[src/rtl/fetch_unit_pkg.sv]
// Shared core definitions: fetch FSM encoding, reset PC default and the
// opcode/mode constants that decide whether an instruction carries a k16 word.
package fetch_unit_pkg;

    typedef enum logic [1:0] {
        ST_IDLE = 2'd0,
        ST_WAIT = 2'd1,
        ST_DROP = 2'd2
    } fetch_state_t;

    localparam logic [15:0] RESET_PC_DEFAULT = 16'h0000;
    localparam logic [1:0]  MODE_NO_EXT      = 2'b00;
    localparam logic [4:0]  OPC_NO_EXT       = 5'b11111;

    // Decided from the opcode word alone; the decoder uses the same rule.
    function automatic logic needs_ext(input logic [15:0] word);
        return (word[5:4] != MODE_NO_EXT) && (word[15:11] != OPC_NO_EXT);
    endfunction

endpackage

[src/rtl/fetch_unit_if.sv]
// Instruction memory read bus: one outstanding request, held until acknowledged.
interface fetch_unit_if;
    logic        mem_req;
    logic [15:0] mem_addr;
    logic        mem_ack;
    logic [15:0] mem_rdata;

    modport master (output mem_req, output mem_addr, input mem_ack, input mem_rdata);
    modport slave  (input mem_req, input mem_addr, output mem_ack, output mem_rdata);
endinterface

[src/rtl/fetch_queue.sv]
// Instruction-word FIFO: one push per cycle, pops 0/1/2 words, exposes the
// head and the word behind it so an opcode and its extension can leave together.
module fetch_queue #(
    parameter int DEPTH = 4,
    localparam int AW = $clog2(DEPTH),
    localparam int CW = $clog2(DEPTH) + 1
) (
    input  logic          clk,
    input  logic          rst,
    input  logic          flush,
    input  logic          push,
    input  logic [15:0]   push_data,
    input  logic [1:0]    pop_n,
    output logic [15:0]   head,
    output logic [15:0]   second,
    output logic [CW-1:0] count
);
    logic [15:0]   mem [DEPTH];
    logic [AW-1:0] rd_ptr;
    logic [AW-1:0] wr_ptr;

    always_ff @(posedge clk) begin
        if (rst || flush) begin
            rd_ptr <= '0;
            wr_ptr <= '0;
            count  <= '0;
        end else begin
            if (push) wr_ptr <= wr_ptr + AW'(1);
            rd_ptr <= rd_ptr + AW'(pop_n);
            count  <= count + CW'(push) - CW'(pop_n);
        end
    end

    always_ff @(posedge clk) begin
        if (push && !flush && !rst) mem[wr_ptr] <= push_data;
    end

    assign head   = mem[rd_ptr];
    assign second = mem[rd_ptr + AW'(1)];

endmodule

[src/rtl/fetch_unit.sv]
// Instruction fetch: single-outstanding read FSM filling a word queue, and
// presentation of whole (one- or two-word) instructions to decode.
module fetch_unit
    import fetch_unit_pkg::*;
#(
    parameter int          DEPTH    = 4,
    parameter logic [15:0] RESET_PC = RESET_PC_DEFAULT,
    localparam int CW = $clog2(DEPTH) + 1
) (
    input  logic                clk,
    input  logic                rst,
    input  logic                hold,
    fetch_unit_if.master        mem,
    output logic [15:0]         ir,
    output logic [15:0]         ir_ext,
    output logic                ir_valid,
    output logic [15:0]         ir_pc,
    input  logic                feed_ack,
    input  logic                pc_inv,
    input  logic [15:0]         redirect_pc
);
    fetch_state_t  state;
    logic [15:0]   fetch_pc;
    logic [CW-1:0] count;
    logic [CW-1:0] count_after;
    logic          ext_needed;
    logic          pop_fire;
    logic [1:0]    pop_n;
    logic          push;

    fetch_queue #(.DEPTH(DEPTH)) u_queue (
        .clk       (clk),
        .rst       (rst),
        .flush     (pc_inv),
        .push      (push),
        .push_data (mem.mem_rdata),
        .pop_n     (pop_n),
        .head      (ir),
        .second    (ir_ext),
        .count     (count)
    );

    assign ext_needed  = needs_ext(ir);
    assign ir_valid    = ext_needed ? (count >= CW'(2)) : (count >= CW'(1));
    assign pop_fire    = feed_ack && ir_valid && !hold && !pc_inv;
    assign pop_n       = pop_fire ? (ext_needed ? 2'd2 : 2'd1) : 2'd0;
    assign push        = (state == ST_WAIT) && mem.mem_ack && !pc_inv;
    // Occupancy after this cycle's push/pop decides whether another read may start.
    assign count_after = count + CW'(push) - CW'(pop_n);

    always_ff @(posedge clk) begin
        if (rst) begin
            state        <= ST_IDLE;
            mem.mem_req  <= 1'b0;
            mem.mem_addr <= RESET_PC;
            fetch_pc     <= RESET_PC;
            ir_pc        <= RESET_PC;
        end else begin
            if (pc_inv)        ir_pc <= redirect_pc;
            else if (pop_fire) ir_pc <= ir_pc + 16'(pop_n);

            case (state)
                ST_IDLE: begin
                    if (pc_inv) begin
                        fetch_pc <= redirect_pc;
                    end else if (count_after < CW'(DEPTH)) begin
                        state        <= ST_WAIT;
                        mem.mem_req  <= 1'b1;
                        mem.mem_addr <= fetch_pc;
                    end
                end
                ST_WAIT: begin
                    if (pc_inv) begin
                        fetch_pc <= redirect_pc;
                        if (mem.mem_ack) begin
                            state       <= ST_IDLE;
                            mem.mem_req <= 1'b0;
                        end else begin
                            // Request already on the bus; let it finish and discard it.
                            state <= ST_DROP;
                        end
                    end else if (mem.mem_ack) begin
                        fetch_pc <= fetch_pc + 16'd1;
                        if (count_after < CW'(DEPTH)) begin
                            mem.mem_addr <= fetch_pc + 16'd1;
                        end else begin
                            state       <= ST_IDLE;
                            mem.mem_req <= 1'b0;
                        end
                    end
                end
                ST_DROP: begin
                    if (pc_inv) fetch_pc <= redirect_pc;
                    if (mem.mem_ack) begin
                        state       <= ST_IDLE;
                        mem.mem_req <= 1'b0;
                    end
                end
                default: begin
                    state       <= ST_IDLE;
                    mem.mem_req <= 1'b0;
                end
            endcase
        end
    end

endmodule

[src/flat_wrapper.sv]
// flat-port wrapper written by rule: the top's interface ports become plain ports
module fetch_unit_flat import fetch_unit_pkg::*;
#(
    parameter int          DEPTH    = 4,
    parameter logic [15:0] RESET_PC = RESET_PC_DEFAULT,
    localparam int CW = $clog2(DEPTH) + 1
)
  (clk, rst, hold, ir, ir_ext, ir_valid, ir_pc, feed_ack, pc_inv, redirect_pc, mem_mem_req, mem_mem_addr, mem_mem_ack, mem_mem_rdata);
  fetch_unit_if mem_i ();
  input  logic clk;
  input  logic rst;
  input  logic hold;
  output logic [15:0] ir;
  output logic [15:0] ir_ext;
  output logic ir_valid;
  output logic [15:0] ir_pc;
  input  logic feed_ack;
  input  logic pc_inv;
  input  logic [15:0] redirect_pc;
  output wire logic [$bits(mem_i.mem_req)-1:0] mem_mem_req;
  output wire logic [$bits(mem_i.mem_addr)-1:0] mem_mem_addr;
  input wire logic [$bits(mem_i.mem_ack)-1:0] mem_mem_ack;
  input wire logic [$bits(mem_i.mem_rdata)-1:0] mem_mem_rdata;
  assign mem_mem_req = mem_i.mem_req;
  assign mem_mem_addr = mem_i.mem_addr;
  assign mem_i.mem_ack = mem_mem_ack;
  assign mem_i.mem_rdata = mem_mem_rdata;
  fetch_unit #(.DEPTH(DEPTH), .RESET_PC(RESET_PC)) u_core (.clk(clk), .rst(rst), .hold(hold), .mem(mem_i), .ir(ir), .ir_ext(ir_ext), .ir_valid(ir_valid), .ir_pc(ir_pc), .feed_ack(feed_ack), .pc_inv(pc_inv), .redirect_pc(redirect_pc));
endmodule
[config.mk]
export PLATFORM = sky130hd
export DESIGN_NAME = fetch_unit_flat
export DESIGN_NICKNAME = d
export VERILOG_FILES = /design/src/rtl/fetch_unit_pkg.sv /design/src/rtl/fetch_unit_if.sv /design/src/rtl/fetch_queue.sv /design/src/rtl/fetch_unit.sv /design/src/flat_wrapper.sv
export SDC_FILE = /design/constraint.sdc
export NUM_CORES = 1
export LEC_CHECK = 0
export CAP_MARGIN = 5
export CORE_MARGIN = 1.5
export CORE_UTILIZATION = 48
export CTS_CLUSTER_SIZE = 12
export DETAILED_ROUTE_END_ITERATION = 8
export GPL_ROUTABILITY_DRIVEN = 0
export PLACE_DENSITY = 0.84
export SYNTH_ARGS = -nofsm -noshare
export SYNTH_HDL_FRONTEND = slang
export SYNTH_SLANG_ARGS = --single-unit
[constraint.sdc]
create_clock -name clk -period 4.1 [get_ports clk]
set_input_delay 0.41 -clock clk [delete_from_list [all_inputs] [get_ports clk]]
set_output_delay 0.41 -clock clk [all_outputs]
set_load 0.02 [all_outputs]
== Word-level counts from Yosys, hierarchy flattened ==
Memory sizes are Yosys's and may differ from the RTL's. A register that Yosys moved wholly into a read port is not among the register bits.
Index checks and enable logic that the tools add are counted.

* Mux-type cells: 33
* Add/sub/neg operators: 7
* $lt $le $gt $ge: 3
* Eq/ne operators: 12
* Reductions and logical operators: 22

{| class="wikitable"
|+ Operator list
! kind !! number
|-
| $mux 16 || 10
|-
| $pmux 16 s2 || 2
|-
| $mux 2 || 10
|-
| $add 16x1->16 const B || 1
|-
| $add 16x2->16 || 1
|-
| $ne 2x2->1 const B || 5
|-
| $mux 1 || 9
|-
| $logic_and 1x1->1 || 8
|-
| $reduce_bool 2->1 || 4
|-
| $ne 3x3->1 const B || 2
|-
| $pmux 2 s3 || 1
|-
| $reduce_and 6->1 || 1
|-
| $ne 5x5->1 const B || 1
|-
| $reduce_and 5->1 || 1
|-
| $add 2x1->2 const B || 2
|-
| $ne 2x1->1 const B || 2
|-
| $reduce_and 4->1 || 1
|-
| $add 3x1->3 || 1
|-
| $ge 3x1->1 const B || 1
|-
| $ge 3x2->1 const B || 1
|-
| $logic_not 1->1 || 3
|-
| $lt 3x3->1 const B || 1
|-
| $pmux 1 s3 || 1
|-
| $reduce_and 3->1 || 1
|-
| 7 further kinds || 7
|}

* Output and inout bits: 66
* Memories kept: 1
* RAM bits: 64
* Bits in registers: 58

{| class="wikitable"
|+ Memories
! memory !! depth !! bits a word !! read ports !! clocked after Yosys merged registers in !! wr ports !! line !! source
|-
| u_core.u_queue.mem || 4 || 16 || 2 || 1 || 1 || fetch_queue.sv:18 || <nowiki>logic [15:0] mem [DEPTH];</nowiki>
|}

== Longest topological paths before layout ==
Gate-level depths: netlist (run 1).

* Depth in word-level cells: 13
* Depth in mapped cells: 17
* Gate-level depth less buffers: 14

== Hierarchy ==
From an unflattened synthesis (run 1), not the netlist that was laid out.

* Cells, all modules: 540
* Area total of the unflattened synthesis: 6311.1 µm²

{| class="wikitable"
|+ Modules (own cells, without submodules)
! module !! seq. area each (µm²) !! area each (µm²) !! cells each !! instances
|-
| fetch_queue || 2062.0 || 3161.8 || 142 || 1
|-
| fetch_unit || 1021.0 || 3149.3 || 398 || 1
|}

== Least setup slack after synthesis (run 1) ==
Ideal clock, no wire load.

* Path type: reg2reg
* From: reg u_core.u_queue.rd_ptr[0] (netlist name)
* To: reg u_core.mem.mem_addr[7]
* Path buffers: 2
* Period minus slack after synthesis: 4.023 ns
* Arrival time: 3.937 ns
* Slack: 0.077 ns
* Required time: 4.014 ns
* Cell stages (with the launch flop): 16
* Setup time: 0.086 ns
* Path through: dfxtp_1 buf_6 mux4_2 and3_1 a21oi_1 nor3b_2 inv_1 ha_1 fa_1 xor2_1 xnor2_1 or2_1 nor3b_1 clkbuf_1 nor2_1 a211oi_1

{| class="wikitable"
|+ RTL lines
! element !! line !! source
|-
| end signal, assigned || fetch_unit.sv:69 || <nowiki>mem.mem_addr <= fetch_pc;</nowiki>
|-
| end signal, assigned || fetch_unit.sv:85 || <nowiki>mem.mem_addr <= fetch_pc + 16'd1;</nowiki>
|-
| end, declared || fetch_unit_if.sv:8 || <nowiki>modport master (output mem_req, output mem_addr, input mem_ack, input mem_rdata);</nowiki>
|}

==> impl_results.html, run 1 <==
<table>
<tr><th>Metric</th><th>Value</th></tr>
<tr><th colspan="2">Yosys</th></tr>
<tr><td>Mean instance size in the synthesized netlist</td><td>11.43 sq um</td></tr>
<tr><td>Prevailing post-synth register cell</td><td>sky130_fd_sc_hd__edfxtp_1</td></tr>
<tr><td>XOR/XNOR Fraction of Synth Area</td><td>2.869%</td></tr>
<tr><td>Number of library cell types mapped by synthesis</td><td>61</td></tr>
<tr><td>Combined area of all synthesized cells</td><td>6106 sq um</td></tr>
<tr><td>Compound-cell area share of the yosys netlist</td><td>12.85%</td></tr>
<tr><td>Gate count after technology mapping</td><td>534</td></tr>
<tr><td>Flop and latch count out of synthesis</td><td>122</td></tr>
<tr><td>EDFF count, synth</td><td>64</td></tr>
<tr><td>Post-synthesis async set-or-reset flop share</td><td>0%</td></tr>
<tr><td>Sequential fraction of the synthesis area</td><td>50.49%</td></tr>
<tr><td>Warnings from Yosys</td><td>0</td></tr>
<tr><td>Share of synthesized cell area in and, or, nand and nor gates</td><td>14.98%</td></tr>
<tr><td>Largest family of logic cells by synthesized area</td><td>simple AND/OR/NAND/NOR gates</td></tr>
<tr><td>Post-synthesis mux area share</td><td>12.62%</td></tr>
<tr><td>Share of synthesized cell area in full adder, half adder and majority cells</td><td>2.910%</td></tr>
<tr><td>Total nets after synthesis</td><td>585</td></tr>
<tr><th colspan="2">Worst setup path</th></tr>
<tr><td>Setup crit start kind</td><td>register</td></tr>
<tr><td>Sort of element at the end of the critical path</td><td>register</td></tr>
<tr><td>Data required, critical path</td><td>4380 ps</td></tr>
<tr><td>Kind of cell with the highest combined delay on the critical path</td><td>simple AND/OR/NAND/NOR gates</td></tr>
<tr><td>Critical Path Fanout Max</td><td>16</td></tr>
<tr><td>Cell mode on critical path</td><td>sky130_fd_sc_hd__buf_4</td></tr>
<tr><td>CP bufs+invs</td><td>5</td></tr>
<tr><td>Reg2Reg Setup Slack</td><td>80 ps</td></tr>
<tr><td>CP max stage cell</td><td>sky130_fd_sc_hd__fa_2</td></tr>
<tr><td>WP data arrival</td><td>4300 ps</td></tr>
<tr><td>CP cell instances</td><td>buf_4 &gt; buf_4 &gt; mux4_2 &gt; and3_1 &gt; a21oi_2 &gt; nor3b_4 &gt; inv_1 &gt; ha_1 &gt; fa_2 &gt; xor2_2 &gt; xnor2_2 &gt; or2_4 &gt; nor3b_4 &gt; buf_4 &gt; clkbuf_16 &gt; a311oi_1</td></tr>
<tr><td>CP Class</td><td>reg2reg</td></tr>
<tr><td>Largest stage delay, worst path</td><td>430 ps</td></tr>
<tr><th colspan="2">Timing</th></tr>
<tr><td>Max Freq</td><td>248.6 MHz</td></tr>
<tr><td>Unrepaired setup endpoints after global routing</td><td>yes</td></tr>
<tr><td>Post-layout minimum cycle time</td><td>4022 ps</td></tr>
<tr><td>Worst Setup Slack, final</td><td>77.53 ps</td></tr>
<tr><td>Worst slack on hold paths</td><td>475.3 ps</td></tr>
<tr><td>Setup TNS after final layout</td><td>0 ps</td></tr>
<tr><td>Skew final</td><td>12.14 ps</td></tr>
<tr><td>Transition time at the pin with the least slew margin</td><td>902.8 ps</td></tr>
<tr><td>Final setup fails</td><td>0</td></tr>
<tr><td>Hold Vio Cnt, Final</td><td>0</td></tr>
<tr><td>Period utilisation layout</td><td>98.11%</td></tr>
<tr><td>Max-slew headroom at the worst pin</td><td>39.81%</td></tr>
<tr><td>Max-slew violation total from the final report</td><td>0</td></tr>
<tr><th colspan="2">Die</th></tr>
<tr><td>Top-Level Pins</td><td>104</td></tr>
<tr><td>Effective utilization at floorplan</td><td>48.78%</td></tr>
<tr><td>Row cnt</td><td>41</td></tr>
<tr><td>Die width</td><td>115.8 um</td></tr>
<tr><td>Height of the die</td><td>115.8 um</td></tr>
<tr><td>Die Area</td><td>13410 sq um</td></tr>
<tr><td>Area inside the core boundary</td><td>12520 sq um</td></tr>
<tr><th colspan="2">Route</th></tr>
<tr><td>Number of vias per cell after detailed routing</td><td>5.999</td></tr>
<tr><td>Final routed wire length divided by cell count</td><td>18.59 um</td></tr>
<tr><td>Initial DRC Count</td><td>453</td></tr>
<tr><td>Vias after detailed routing</td><td>4979</td></tr>
<tr><td>Number of design rule violations left after detail routing</td><td>0</td></tr>
<tr><td>Detailed-router iteration count before antenna repair</td><td>5</td></tr>
<tr><td>Sum of routed wire length over all layers</td><td>15430 um</td></tr>
<tr><td>Antenna-violating nets left</td><td>0</td></tr>
<tr><th colspan="2">Run</th></tr>
<tr><td>Maximum capacitance violations</td><td>0</td></tr>
<tr><th colspan="2">Global routing</th></tr>
<tr><td>Residual overflow from global routing</td><td>0</td></tr>
<tr><td>Overall global routing resource usage</td><td>23.62%</td></tr>
<tr><td>Wire length of the first global-routing pass</td><td>24040 um</td></tr>
<tr><td>Via count of the first global-routing pass</td><td>4764</td></tr>
<tr><td>Antenna violations before repair</td><td>0</td></tr>
<tr><td>Largest net degree at the start of global routing</td><td>54</td></tr>
<tr><th colspan="2">Layout</th></tr>
<tr><td>Layout cell share with drive strength beyond 1</td><td>15.65%</td></tr>
<tr><td>Final design area excluding fillers</td><td>8013 sq um</td></tr>
<tr><td>Highest-count cells in the layout ignoring fill and taps</td><td>sky130_fd_sc_hd__clkdlybuf4s50_1, sky130_fd_sc_hd__edfxtp_1, sky130_fd_sc_hd__dfxtp_1</td></tr>
<tr><td># nets final</td><td>696</td></tr>
<tr><td>Fillers</td><td>964</td></tr>
<tr><td>Final core utilization</td><td>64.01%</td></tr>
<tr><td>Most common cell after layout, fill and taps aside</td><td>sky130_fd_sc_hd__clkdlybuf4s50_1</td></tr>
<tr><td>Relative area change from synthesis to final layout</td><td>31.23%</td></tr>
<tr><td>Count of antenna diodes in the layout</td><td>0</td></tr>
<tr><td>Number of cells in the finished layout apart from fillers</td><td>830</td></tr>
<tr><th colspan="2">Pwr</th></tr>
<tr><td>Static Leak</td><td>2.736 nW</td></tr>
<tr><td>Cell Pwr Density</td><td>381.8 nW/um^2</td></tr>
<tr><td>Largest vdd supply drop</td><td>334.1 uV</td></tr>
<tr><td>Design Power</td><td>3.059 mW</td></tr>
<tr><th colspan="2">Min path</th></tr>
<tr><td>Hold Path Class</td><td>reg2reg</td></tr>
<tr><th colspan="2">Clocking</th></tr>
<tr><td>Sink Count</td><td>122</td></tr>
<tr><td>Buffers from clock root to sink, at most</td><td>2</td></tr>
<tr><td>Clock transition at the registers of the reported paths</td><td>60 ps</td></tr>
<tr><td>Cts bufs inserted</td><td>17</td></tr>
<tr><td>Clock latency on the worst-skew pair</td><td>420 ps</td></tr>
<tr><td>Hold buffer count at CTS</td><td>0</td></tr>
<tr><td>Htree depth</td><td>4</td></tr>
<tr><td>CTS tree</td><td>done</td></tr>
<tr><td>Clock root buffer</td><td>sky130_fd_sc_hd__clkbuf_16</td></tr>
<tr><th colspan="2">Placed design</th></tr>
<tr><td>Worst Setup Slack post-DPL</td><td>-148.2 ps</td></tr>
<tr><td>Instance area after placement</td><td>7321 sq um</td></tr>
<tr><td>Total of buffers placed on input and output ports</td><td>103</td></tr>
<tr><td>Inst Count DP</td><td>789</td></tr>
<tr><td>HPWL after detailed placement</td><td>10480 um</td></tr>
<tr><th colspan="2">Run status</th></tr>
<tr><td>Status</td><td>finished clean</td></tr>
</table>
[registers in the layout (all words and copies together), names as in the netlist]
signal,count
u_core.u_queue.count,3
u_core.fetch_pc,16
u_core.mem.mem_req,1
u_core.mem.mem_addr,16
u_core.state,2
u_core.ir_pc,16
u_core.u_queue.rd_ptr,2
u_core.u_queue.wr_ptr,2
u_core.u_queue.mem,64
[report_power, final]
group	internal, mW	switching (mW)
clock	0.829	0.563
sequential	1.32	0.0447
combinational	0.146	0.154
[kinds of logic (layout without fill, tap and decap cells)]
| kind of cell | Yosys count | in the layout |
|---|---|---|
| muxes | 37 | 37 |
| xor gates and xnor gates | 20 | 20 |
| adders and majority gates | 13 | 13 |
| buffers and inverters | 46 | 170 |
| AOI/OAI and AO/OA | 110 | 110 |
| DFF | 122 | 122 |
| and+or+nand+nor | 186 | 186 |
[repair_timing]
item / 4_1_cts / 5_1_grt
buffers inserted: 3 / 5
gates resized for setup: 4 / 9
cloned: 0 / 1
endpoints found under the setup margin: 17 / 18
pin swaps: 0 / 3
[cell type report]
type,count,area [sq um],share of cell area [%]
Clock buffer,17,425.4,5.309
Clock inverter,15,126.4,1.577
Inverter,12,45.04,0.5621
Multi-Input combinational cell,366,2879,35.93
Sequential cell,122,3088,38.54
Tap cell,172,215.2,2.686
Timing Repair Buffer,126,1234,15.40
[routing by layer]
layer	up-vias	part of all wire, %	track usage (%)
li1	2257	-	-
met2	230	49	38.43
met4	0	2.3	8.537
met5	-	0	0
met3	36	7.8	5.910
met1	2456	41	30.88
[worst paths after layout]
check                                      start                                  end  depth (start not counted)
max          u_core.u_queue.rd_ptr[0]$_SDFF_PP0_  u_core.mem.mem_addr[1]$_SDFFE_PP0P_                         16
min              u_core.mem.mem_req$_SDFFE_PP0P_      u_core.mem.mem_req$_SDFFE_PP0P_                          2
max reg2reg  u_core.u_queue.rd_ptr[0]$_SDFF_PP0_  u_core.mem.mem_addr[1]$_SDFFE_PP0P_                         16
min reg2reg      u_core.mem.mem_req$_SDFFE_PP0P_      u_core.mem.mem_req$_SDFFE_PP0P_                          2
[Yosys cell counts (2+ instances only)]
cell type,count,area (sq um)
sky130_fd_sc_hd__nand2b_1,6,37.54
sky130_fd_sc_hd__a31oi_1,4,25.02
sky130_fd_sc_hd__o22ai_1,3,18.77
sky130_fd_sc_hd__and4_1,2,17.52
sky130_fd_sc_hd__clkbuf_1,24,90.09
sky130_fd_sc_hd__xor2_1,8,70.07
sky130_fd_sc_hd__nor3b_1,3,22.52
sky130_fd_sc_hd__or3_1,6,37.54
sky130_fd_sc_hd__nor2b_1,4,25.02
sky130_fd_sc_hd__nand4_1,7,43.79
sky130_fd_sc_hd__dfxtp_1,58,1161
sky130_fd_sc_hd__xnor2_1,12,105.1
sky130_fd_sc_hd__and3_1,7,43.79
sky130_fd_sc_hd__inv_1,11,41.29
sky130_fd_sc_hd__o211ai_1,3,22.52
sky130_fd_sc_hd__and2_1,12,75.07
sky130_fd_sc_hd__buf_6,3,33.78
sky130_fd_sc_hd__a21oi_1,22,110.1
sky130_fd_sc_hd__a2bb2oi_1,3,26.28
sky130_fd_sc_hd__o311ai_1,4,35.03
sky130_fd_sc_hd__a21o_1,5,37.54
sky130_fd_sc_hd__a311oi_1,3,26.28
sky130_fd_sc_hd__a22oi_1,9,67.56
sky130_fd_sc_hd__nor2_1,55,206.5
sky130_fd_sc_hd__a22o_1,3,26.28
sky130_fd_sc_hd__o31ai_1,6,45.04
sky130_fd_sc_hd__a211o_1,4,35.03
sky130_fd_sc_hd__a221o_1,2,20.02
sky130_fd_sc_hd__buf_2,4,20.02
sky130_fd_sc_hd__ha_1,11,137.6
sky130_fd_sc_hd__or2_1,2,12.51
sky130_fd_sc_hd__fa_1,2,40.04
sky130_fd_sc_hd__mux2i_1,5,50.05
sky130_fd_sc_hd__o21ai_1,10,50.05
sky130_fd_sc_hd__mux4_2,32,720.7
sky130_fd_sc_hd__nor3_1,13,65.06
sky130_fd_sc_hd__nand4b_1,2,17.52
sky130_fd_sc_hd__nand3_1,16,80.08
sky130_fd_sc_hd__edfxtp_1,64,1922
sky130_fd_sc_hd__a211oi_1,16,120.1
sky130_fd_sc_hd__buf_1,3,11.26
sky130_fd_sc_hd__nand2_1,43,161.4
sky130_fd_sc_hd__o21a_1,2,15.01
sky130_fd_sc_hd__nor4_1,3,18.77
[worst register-to-register path, delay by kind of cell, from the launching register on]
family                     cells  cell delay, ps
buffers and inverters          5             740
adders and majority gates      2             770
DFF                            1             410
and+or+nand+nor                4            1020
muxes                          1             290
xor gates and xnor gates       2             360
AOI/OAI and AO/OA              2             290
(Power assumes the default switching activity.)
==> run 2, diff against run 1 <==
==> constraint.sdc (replaced) <==
create_clock -name clk -period 4.1 [get_ports clk]
set_input_delay 0.615 -clock clk [delete_from_list [all_inputs] [get_ports clk]]
set_output_delay 0.615 -clock clk [all_outputs]
set_load 0.02 [all_outputs]
==> impl_results.html, run 2 (same netlist as run 1, synthesis figures left out) <==
<table>
<tr><th>Metric</th><th>Value</th></tr>
<tr><th colspan="2">Pwr</th></tr>
<tr><td>Static Leak</td><td>2.724 nW</td></tr>
<tr><td>Largest vdd supply drop</td><td>303.5 uV</td></tr>
<tr><td>Cell Pwr Density</td><td>387.2 nW/um^2</td></tr>
<tr><th colspan="2">Global routing</th></tr>
<tr><td>Via count of the first global-routing pass</td><td>4813</td></tr>
<tr><td>Overall global routing resource usage</td><td>23.14%</td></tr>
<tr><td>Antenna violations before repair</td><td>0</td></tr>
<tr><td>Wire length of the first global-routing pass</td><td>23820 um</td></tr>
<tr><td>Largest net degree at the start of global routing</td><td>54</td></tr>
<tr><td>Residual overflow from global routing</td><td>0</td></tr>
<tr><th colspan="2">Clocking</th></tr>
<tr><td>Clock root buffer</td><td>sky130_fd_sc_hd__clkbuf_16</td></tr>
<tr><td>Clock latency on the worst-skew pair</td><td>420 ps</td></tr>
<tr><td>CTS tree</td><td>done</td></tr>
<tr><td>Htree depth</td><td>4</td></tr>
<tr><td>Cts bufs inserted</td><td>17</td></tr>
<tr><td>Sink Count</td><td>122</td></tr>
<tr><td>Clock transition at the registers of the reported paths</td><td>60 ps</td></tr>
<tr><td>Hold buffer count at CTS</td><td>0</td></tr>
<tr><td>Buffers from clock root to sink, at most</td><td>2</td></tr>
<tr><th colspan="2">Timing</th></tr>
<tr><td>Hold Vio Cnt, Final</td><td>0</td></tr>
<tr><td>Max-slew headroom at the worst pin</td><td>41.15%</td></tr>
<tr><td>Setup TNS after final layout</td><td>0 ps</td></tr>
<tr><td>Max Freq</td><td>248.0 MHz</td></tr>
<tr><td>Transition time at the pin with the least slew margin</td><td>882.8 ps</td></tr>
<tr><td>Skew final</td><td>8.896 ps</td></tr>
<tr><td>Unrepaired setup endpoints after global routing</td><td>yes</td></tr>
<tr><td>Max-slew violation total from the final report</td><td>0</td></tr>
<tr><td>Post-layout minimum cycle time</td><td>4031 ps</td></tr>
<tr><td>Final setup fails</td><td>0</td></tr>
<tr><td>Period utilisation layout</td><td>98.33%</td></tr>
<tr><th colspan="2">Route</th></tr>
<tr><td>Number of vias per cell after detailed routing</td><td>5.952</td></tr>
<tr><td>Vias after detailed routing</td><td>4940</td></tr>
<tr><td>Initial DRC Count</td><td>410</td></tr>
<tr><td>Antenna-violating nets left</td><td>0</td></tr>
<tr><td>Final routed wire length divided by cell count</td><td>18.31 um</td></tr>
<tr><td>Detailed-router iteration count before antenna repair</td><td>5</td></tr>
<tr><td>Number of design rule violations left after detail routing</td><td>0</td></tr>
<tr><td>Sum of routed wire length over all layers</td><td>15200 um</td></tr>
<tr><th colspan="2">Die</th></tr>
<tr><td>Height of the die</td><td>115.8 um</td></tr>
<tr><td>Die width</td><td>115.8 um</td></tr>
<tr><td>Row cnt</td><td>41</td></tr>
<tr><td>Area inside the core boundary</td><td>12520 sq um</td></tr>
<tr><td>Top-Level Pins</td><td>104</td></tr>
<tr><td>Die Area</td><td>13410 sq um</td></tr>
<tr><td>Effective utilization at floorplan</td><td>48.78%</td></tr>
<tr><th colspan="2">Layout</th></tr>
<tr><td>Most common cell after layout, fill and taps aside</td><td>sky130_fd_sc_hd__clkdlybuf4s50_1</td></tr>
<tr><td>Relative area change from synthesis to final layout</td><td>30.96%</td></tr>
<tr><td>Layout cell share with drive strength beyond 1</td><td>15.05%</td></tr>
<tr><td>Highest-count cells in the layout ignoring fill and taps</td><td>sky130_fd_sc_hd__clkdlybuf4s50_1, sky130_fd_sc_hd__edfxtp_1, sky130_fd_sc_hd__dfxtp_1</td></tr>
<tr><td>Largest register FFs</td><td>64</td></tr>
<tr><td># nets final</td><td>696</td></tr>
<tr><td>Count of antenna diodes in the layout</td><td>0</td></tr>
<tr><td>Largest register by flop count</td><td>u_core.u_queue.mem</td></tr>
<tr><td>Final design area excluding fillers</td><td>7996 sq um</td></tr>
<tr><th colspan="2">Worst setup path</th></tr>
<tr><td>WP data arrival</td><td>4340 ps</td></tr>
<tr><td>Length in cells of the worst reg-to-reg path</td><td>14</td></tr>
<tr><td>Data required, critical path</td><td>4410 ps</td></tr>
<tr><td>Setup crit start kind</td><td>register</td></tr>
<tr><td>Critical Path Fanout Max</td><td>16</td></tr>
<tr><td>Sort of element at the end of the critical path</td><td>register</td></tr>
<tr><td>CP Class</td><td>reg2reg</td></tr>
<tr><th colspan="2">Placed design</th></tr>
<tr><td>HPWL after detailed placement</td><td>10290 um</td></tr>
<tr><td>Total of buffers placed on input and output ports</td><td>103</td></tr>
<tr><td>Instance area after placement</td><td>7351 sq um</td></tr>
<tr><th colspan="2">Run</th></tr>
<tr><td>Maximum capacitance violations</td><td>0</td></tr>
<tr><th colspan="2">Run status</th></tr>
<tr><td>Status</td><td>finished clean</td></tr>
<tr><th colspan="2">Min path</th></tr>
<tr><td>Hold Path Class</td><td>reg2reg</td></tr>
<tr><td>Hold Crit Depth</td><td>2</td></tr>
</table>
==> run 2: worst max-delay path, stage by stage (launching register included) <==
cell                       delay, ps
sky130_fd_sc_hd__dfxtp_4         440
sky130_fd_sc_hd__mux4_2          540
sky130_fd_sc_hd__and3_1          220
sky130_fd_sc_hd__a21oi_2         220
sky130_fd_sc_hd__nor3b_2         240
sky130_fd_sc_hd__inv_1           110
sky130_fd_sc_hd__ha_1            320
sky130_fd_sc_hd__fa_1            460
sky130_fd_sc_hd__xor2_1          170
sky130_fd_sc_hd__xnor2_1         170
sky130_fd_sc_hd__or2_1           280
sky130_fd_sc_hd__nor3b_4         270
sky130_fd_sc_hd__buf_12          180
sky130_fd_sc_hd__nor2_1           50
sky130_fd_sc_hd__a211oi_1        260
==> run 2: path summary, 6_finish.rpt <==
check	from	to	slack, ps
worst max-delay path	u_core.u_queue.rd_ptr[0]$_SDFF_PP0_	u_core.mem.mem_addr[15]$_SDFFE_PP0P_	70
worst min-delay path	u_core.mem.mem_req$_SDFFE_PP0P_	u_core.mem.mem_req$_SDFFE_PP0P_	480
worst max register to register	u_core.u_queue.rd_ptr[0]$_SDFF_PP0_	u_core.mem.mem_addr[15]$_SDFFE_PP0P_	70
worst min register to register	u_core.mem.mem_req$_SDFFE_PP0P_	u_core.mem.mem_req$_SDFFE_PP0P_	480
==> run 2: power by group <==
part           internal (mW)  switching (mW)
logic                  0.146           0.154
clock network          0.842           0.586
registers               1.32          0.0454
==> run 2: per-stage QoR <==
step / setup slack, ps / instances / total power [mW] / hold slack, ps / util (%)
4_1_cts: 29.44 / 825 / 3.102 / 486.0 / 63.28
6_report: 68.53 / 830 / 3.096 / 475.5 / 63.88
2_1_floorplan: 77.21 / 534 / 1.537 / 490.2 / -
5_1_grt: -74.90 / 830 / 3.185 / 515.5 / 63.88
3_3_place_gp: 117.1 / 793 / 1.668 / 472.2 / 58.73
3_5_place_dp: -23.75 / 793 / 1.680 / 478.5 / 58.73
==> run 2: per-layer routing <==
layer | part of all wire, % | up-vias | global-route usage (%)
met5 | 0 | - | 0
met2 | 50 | 218 | 38.59
met1 | 41 | 2440 | 28.85
met3 | 6.7 | 31 | 5.701
met4 | 2.3 | 0 | 9.837
li1 | - | 2251 | -
==> run 2: timing repair <==
| item | in CTS | in global routing |
|---|---|---|
| gates resized for setup | 2 | 4 |
| gates cloned | 0 | 1 |
| endpoints found under the setup margin | 7 | 17 |
| pin swaps | 0 | 1 |
| buffers inserted | 0 | 4 |
==> run 2: layout make-up <==
type | count | area [sq um]
clock buffers | 17 | 425.4
inverters | 12 | 45.04
repair buffers | 126 | 1234
clock inverters | 15 | 141.4
multi-input cells | 366 | 2848
fillers | 963 | 4521
well taps | 172 | 215.2
flip-flops and latches | 122 | 3088
==> run 3, diff against run 2 <==
Settings changed: CORE_UTILIZATION 48 to 55, PLACE_DENSITY 0.84 to 0.9.
Clock period 4.1 ns to 4.95 ns, I/O delays scaled along.
==> impl_results.html, run 3 (same netlist as run 1, synthesis figures left out) <==
<table>
<tr><th>Metric</th><th>Value</th></tr>
<tr><th colspan="2">Layout</th></tr>
<tr><td>Most common cell after layout, fill and taps aside</td><td>sky130_fd_sc_hd__clkdlybuf4s50_1</td></tr>
<tr><td># nets final</td><td>681</td></tr>
<tr><td>Number of cells in the finished layout apart from fillers</td><td>783</td></tr>
<tr><td>Largest register FFs</td><td>64</td></tr>
<tr><td>Largest register by flop count</td><td>u_core.u_queue.mem</td></tr>
<tr><td>Layout cell share with drive strength beyond 1</td><td>11.82%</td></tr>
<tr><td>Count of antenna diodes in the layout</td><td>0</td></tr>
<tr><td>Highest-count cells in the layout ignoring fill and taps</td><td>sky130_fd_sc_hd__clkdlybuf4s50_1, sky130_fd_sc_hd__edfxtp_1, sky130_fd_sc_hd__dfxtp_1</td></tr>
<tr><td>Relative area change from synthesis to final layout</td><td>28.85%</td></tr>
<tr><th colspan="2">Clocking</th></tr>
<tr><td>Buffers inserted during post-CTS setup optimization</td><td>0</td></tr>
<tr><td>Hold buffer count at CTS</td><td>0</td></tr>
<tr><td>Htree depth</td><td>4</td></tr>
<tr><td>Cts bufs inserted</td><td>17</td></tr>
<tr><td>Clock transition at the registers of the reported paths</td><td>60 ps</td></tr>
<tr><td>Clock latency on the worst-skew pair</td><td>530 ps</td></tr>
<tr><td>CTS tree</td><td>done</td></tr>
<tr><td>Clock root buffer</td><td>sky130_fd_sc_hd__clkbuf_8</td></tr>
<tr><td>Buffers from clock root to sink, at most</td><td>2</td></tr>
<tr><td>Post-cts repair resize count</td><td>0</td></tr>
<tr><td>Sink Count</td><td>122</td></tr>
<tr><th colspan="2">Worst setup path</th></tr>
<tr><td>CP Class</td><td>reg2reg</td></tr>
<tr><td>Data required, critical path</td><td>5380 ps</td></tr>
<tr><td>Setup crit start kind</td><td>register</td></tr>
<tr><td>WP data arrival</td><td>4860 ps</td></tr>
<tr><td>Sort of element at the end of the critical path</td><td>register</td></tr>
<tr><td>Critical Path Fanout Max</td><td>32</td></tr>
<tr><th colspan="2">Pwr</th></tr>
<tr><td>Static Leak</td><td>2.666 nW</td></tr>
<tr><td>Cell Pwr Density</td><td>347.7 nW/um^2</td></tr>
<tr><td>Largest vdd supply drop</td><td>237.0 uV</td></tr>
<tr><th colspan="2">Route</th></tr>
<tr><td>Number of design rule violations left after detail routing</td><td>0</td></tr>
<tr><td>Antenna-violating nets left</td><td>0</td></tr>
<tr><td>Vias after detailed routing</td><td>5056</td></tr>
<tr><td>Initial DRC Count</td><td>500</td></tr>
<tr><td>Number of vias per cell after detailed routing</td><td>6.457</td></tr>
<tr><td>Detailed-router iteration count before antenna repair</td><td>5</td></tr>
<tr><td>Final routed wire length divided by cell count</td><td>20.59 um</td></tr>
<tr><td>Sum of routed wire length over all layers</td><td>16130 um</td></tr>
<tr><th colspan="2">Global routing</th></tr>
<tr><td>Met1 track utilization from global routing</td><td>34.08%</td></tr>
<tr><td>Via count of the first global-routing pass</td><td>5016</td></tr>
<tr><td>Overall global routing resource usage</td><td>29.16%</td></tr>
<tr><td>Wire length of the first global-routing pass</td><td>25610 um</td></tr>
<tr><td>Antenna violations before repair</td><td>0</td></tr>
<tr><td>GR Util met3</td><td>7.836%</td></tr>
<tr><td>Routing layer with the top usage in global route</td><td>met2</td></tr>
<tr><td>Largest net degree at the start of global routing</td><td>54</td></tr>
<tr><td>Residual overflow from global routing</td><td>0</td></tr>
<tr><td>Fraction of met2 tracks used by global routing</td><td>49.82%</td></tr>
<tr><th colspan="2">Timing</th></tr>
<tr><td>Max-slew headroom at the worst pin</td><td>39.37%</td></tr>
<tr><td>Max Freq</td><td>226.1 MHz</td></tr>
<tr><td>Worst Setup Slack, final</td><td>526.7 ps</td></tr>
<tr><td>Skew final</td><td>10.78 ps</td></tr>
<tr><td>Hold Vio Cnt, Final</td><td>0</td></tr>
<tr><td>Final setup fails</td><td>0</td></tr>
<tr><td>Post-layout minimum cycle time</td><td>4423 ps</td></tr>
<tr><td>Max-slew violation total from the final report</td><td>0</td></tr>
<tr><td>Period utilisation layout</td><td>89.36%</td></tr>
<tr><td>Unrepaired setup endpoints after global routing</td><td>no</td></tr>
<tr><td>Setup TNS after final layout</td><td>0 ps</td></tr>
<tr><td>Transition time at the pin with the least slew margin</td><td>907.5 ps</td></tr>
<tr><th colspan="2">Die</th></tr>
<tr><td>Top-Level Pins</td><td>104</td></tr>
<tr><td>Die Area</td><td>11740 sq um</td></tr>
<tr><td>Row cnt</td><td>38</td></tr>
<tr><td>Height of the die</td><td>108.4 um</td></tr>
<tr><td>Effective utilization at floorplan</td><td>56.33%</td></tr>
<tr><td>Area inside the core boundary</td><td>10840 sq um</td></tr>
<tr><td>Die width</td><td>108.4 um</td></tr>
<tr><th colspan="2">Run status</th></tr>
<tr><td>Status</td><td>finished clean</td></tr>
<tr><th colspan="2">Placed design</th></tr>
<tr><td>Worst Setup Slack post-DPL</td><td>516.6 ps</td></tr>
<tr><td>Total of buffers placed on input and output ports</td><td>103</td></tr>
<tr><td>Inst Count DP</td><td>751</td></tr>
<tr><td>HPWL after detailed placement</td><td>10770 um</td></tr>
<tr><th colspan="2">Run</th></tr>
<tr><td>Maximum capacitance violations</td><td>0</td></tr>
<tr><th colspan="2">Min path</th></tr>
<tr><td>Hold Path Class</td><td>reg2reg</td></tr>
</table>
==> run 3: routing by layer <==
layer	vias up	part of all wire, %
met4	0	3.6
li1	2224	-
met3	63	7.5
met5	-	0
met1	2444	37
met2	325	51
==> run 3: stage by stage <==
stage / util, % / hold WS, ps / area [sq um] / power, mW
after floorplan: - / 490.2 / 6106 / 1.273
final: 72.58 / 499.5 / 7868 / 2.736
after global routing: 72.58 / 514.4 / 7868 / 2.807
after CTS: 72.58 / 500.9 / 7868 / 2.738
after detailed placement: 66.63 / 492.9 / 7223 / 1.388
after global placement: 66.63 / 470.7 / 7223 / 1.376
==> run 3: area by class of cell <==
type,instances,area [sq um]
Sequential cell,122,3084
Fill cell,670,2973
Multi-Input combinational cell,366,2828
Timing Repair Buffer,111,1091
Clock buffer,18,417.9
Clock inverter,14,226.5
Tap cell,140,175.2
Inverter,12,45.04
==> run 3: worst paths after layout <==
check	cells past startpoint	endpoint	slack, ps	startpoint
max	14	u_core.mem.mem_addr[9]$_SDFFE_PP0P_	530	u_core.u_queue.rd_ptr[0]$_SDFF_PP0_
min	2	u_core.mem.mem_addr[14]$_SDFFE_PP0P_	500	u_core.mem.mem_addr[14]$_SDFFE_PP0P_
max reg2reg	14	u_core.mem.mem_addr[9]$_SDFFE_PP0P_	530	u_core.u_queue.rd_ptr[0]$_SDFF_PP0_
min reg2reg	2	u_core.mem.mem_addr[14]$_SDFFE_PP0P_	500	u_core.mem.mem_addr[14]$_SDFFE_PP0P_
==> run 3: critical path, cell delays in order, from the launching register on <==
cell                       delay, ps
sky130_fd_sc_hd__dfxtp_2         670
sky130_fd_sc_hd__mux4_2          610
sky130_fd_sc_hd__and3_1          220
sky130_fd_sc_hd__a21oi_1         180
sky130_fd_sc_hd__nor3b_2         300
sky130_fd_sc_hd__inv_1           120
sky130_fd_sc_hd__ha_1            320
sky130_fd_sc_hd__fa_1            450
sky130_fd_sc_hd__xor2_1          160
sky130_fd_sc_hd__xnor2_1         150
sky130_fd_sc_hd__or2_1           260
sky130_fd_sc_hd__nor3b_2         170
sky130_fd_sc_hd__buf_4           320
sky130_fd_sc_hd__nor2_1          110
sky130_fd_sc_hd__a211oi_1        250
==> run 3: power breakdown <==
group | internal, mW | switching [mW] | total (mW) | leakage [nW]
logic | 0.113 | 0.129 | 0.242 | 1.31
clock network | 0.912 | 0.446 | 1.36 | 0.301
registers | 1.10 | 0.0388 | 1.14 | 1.05
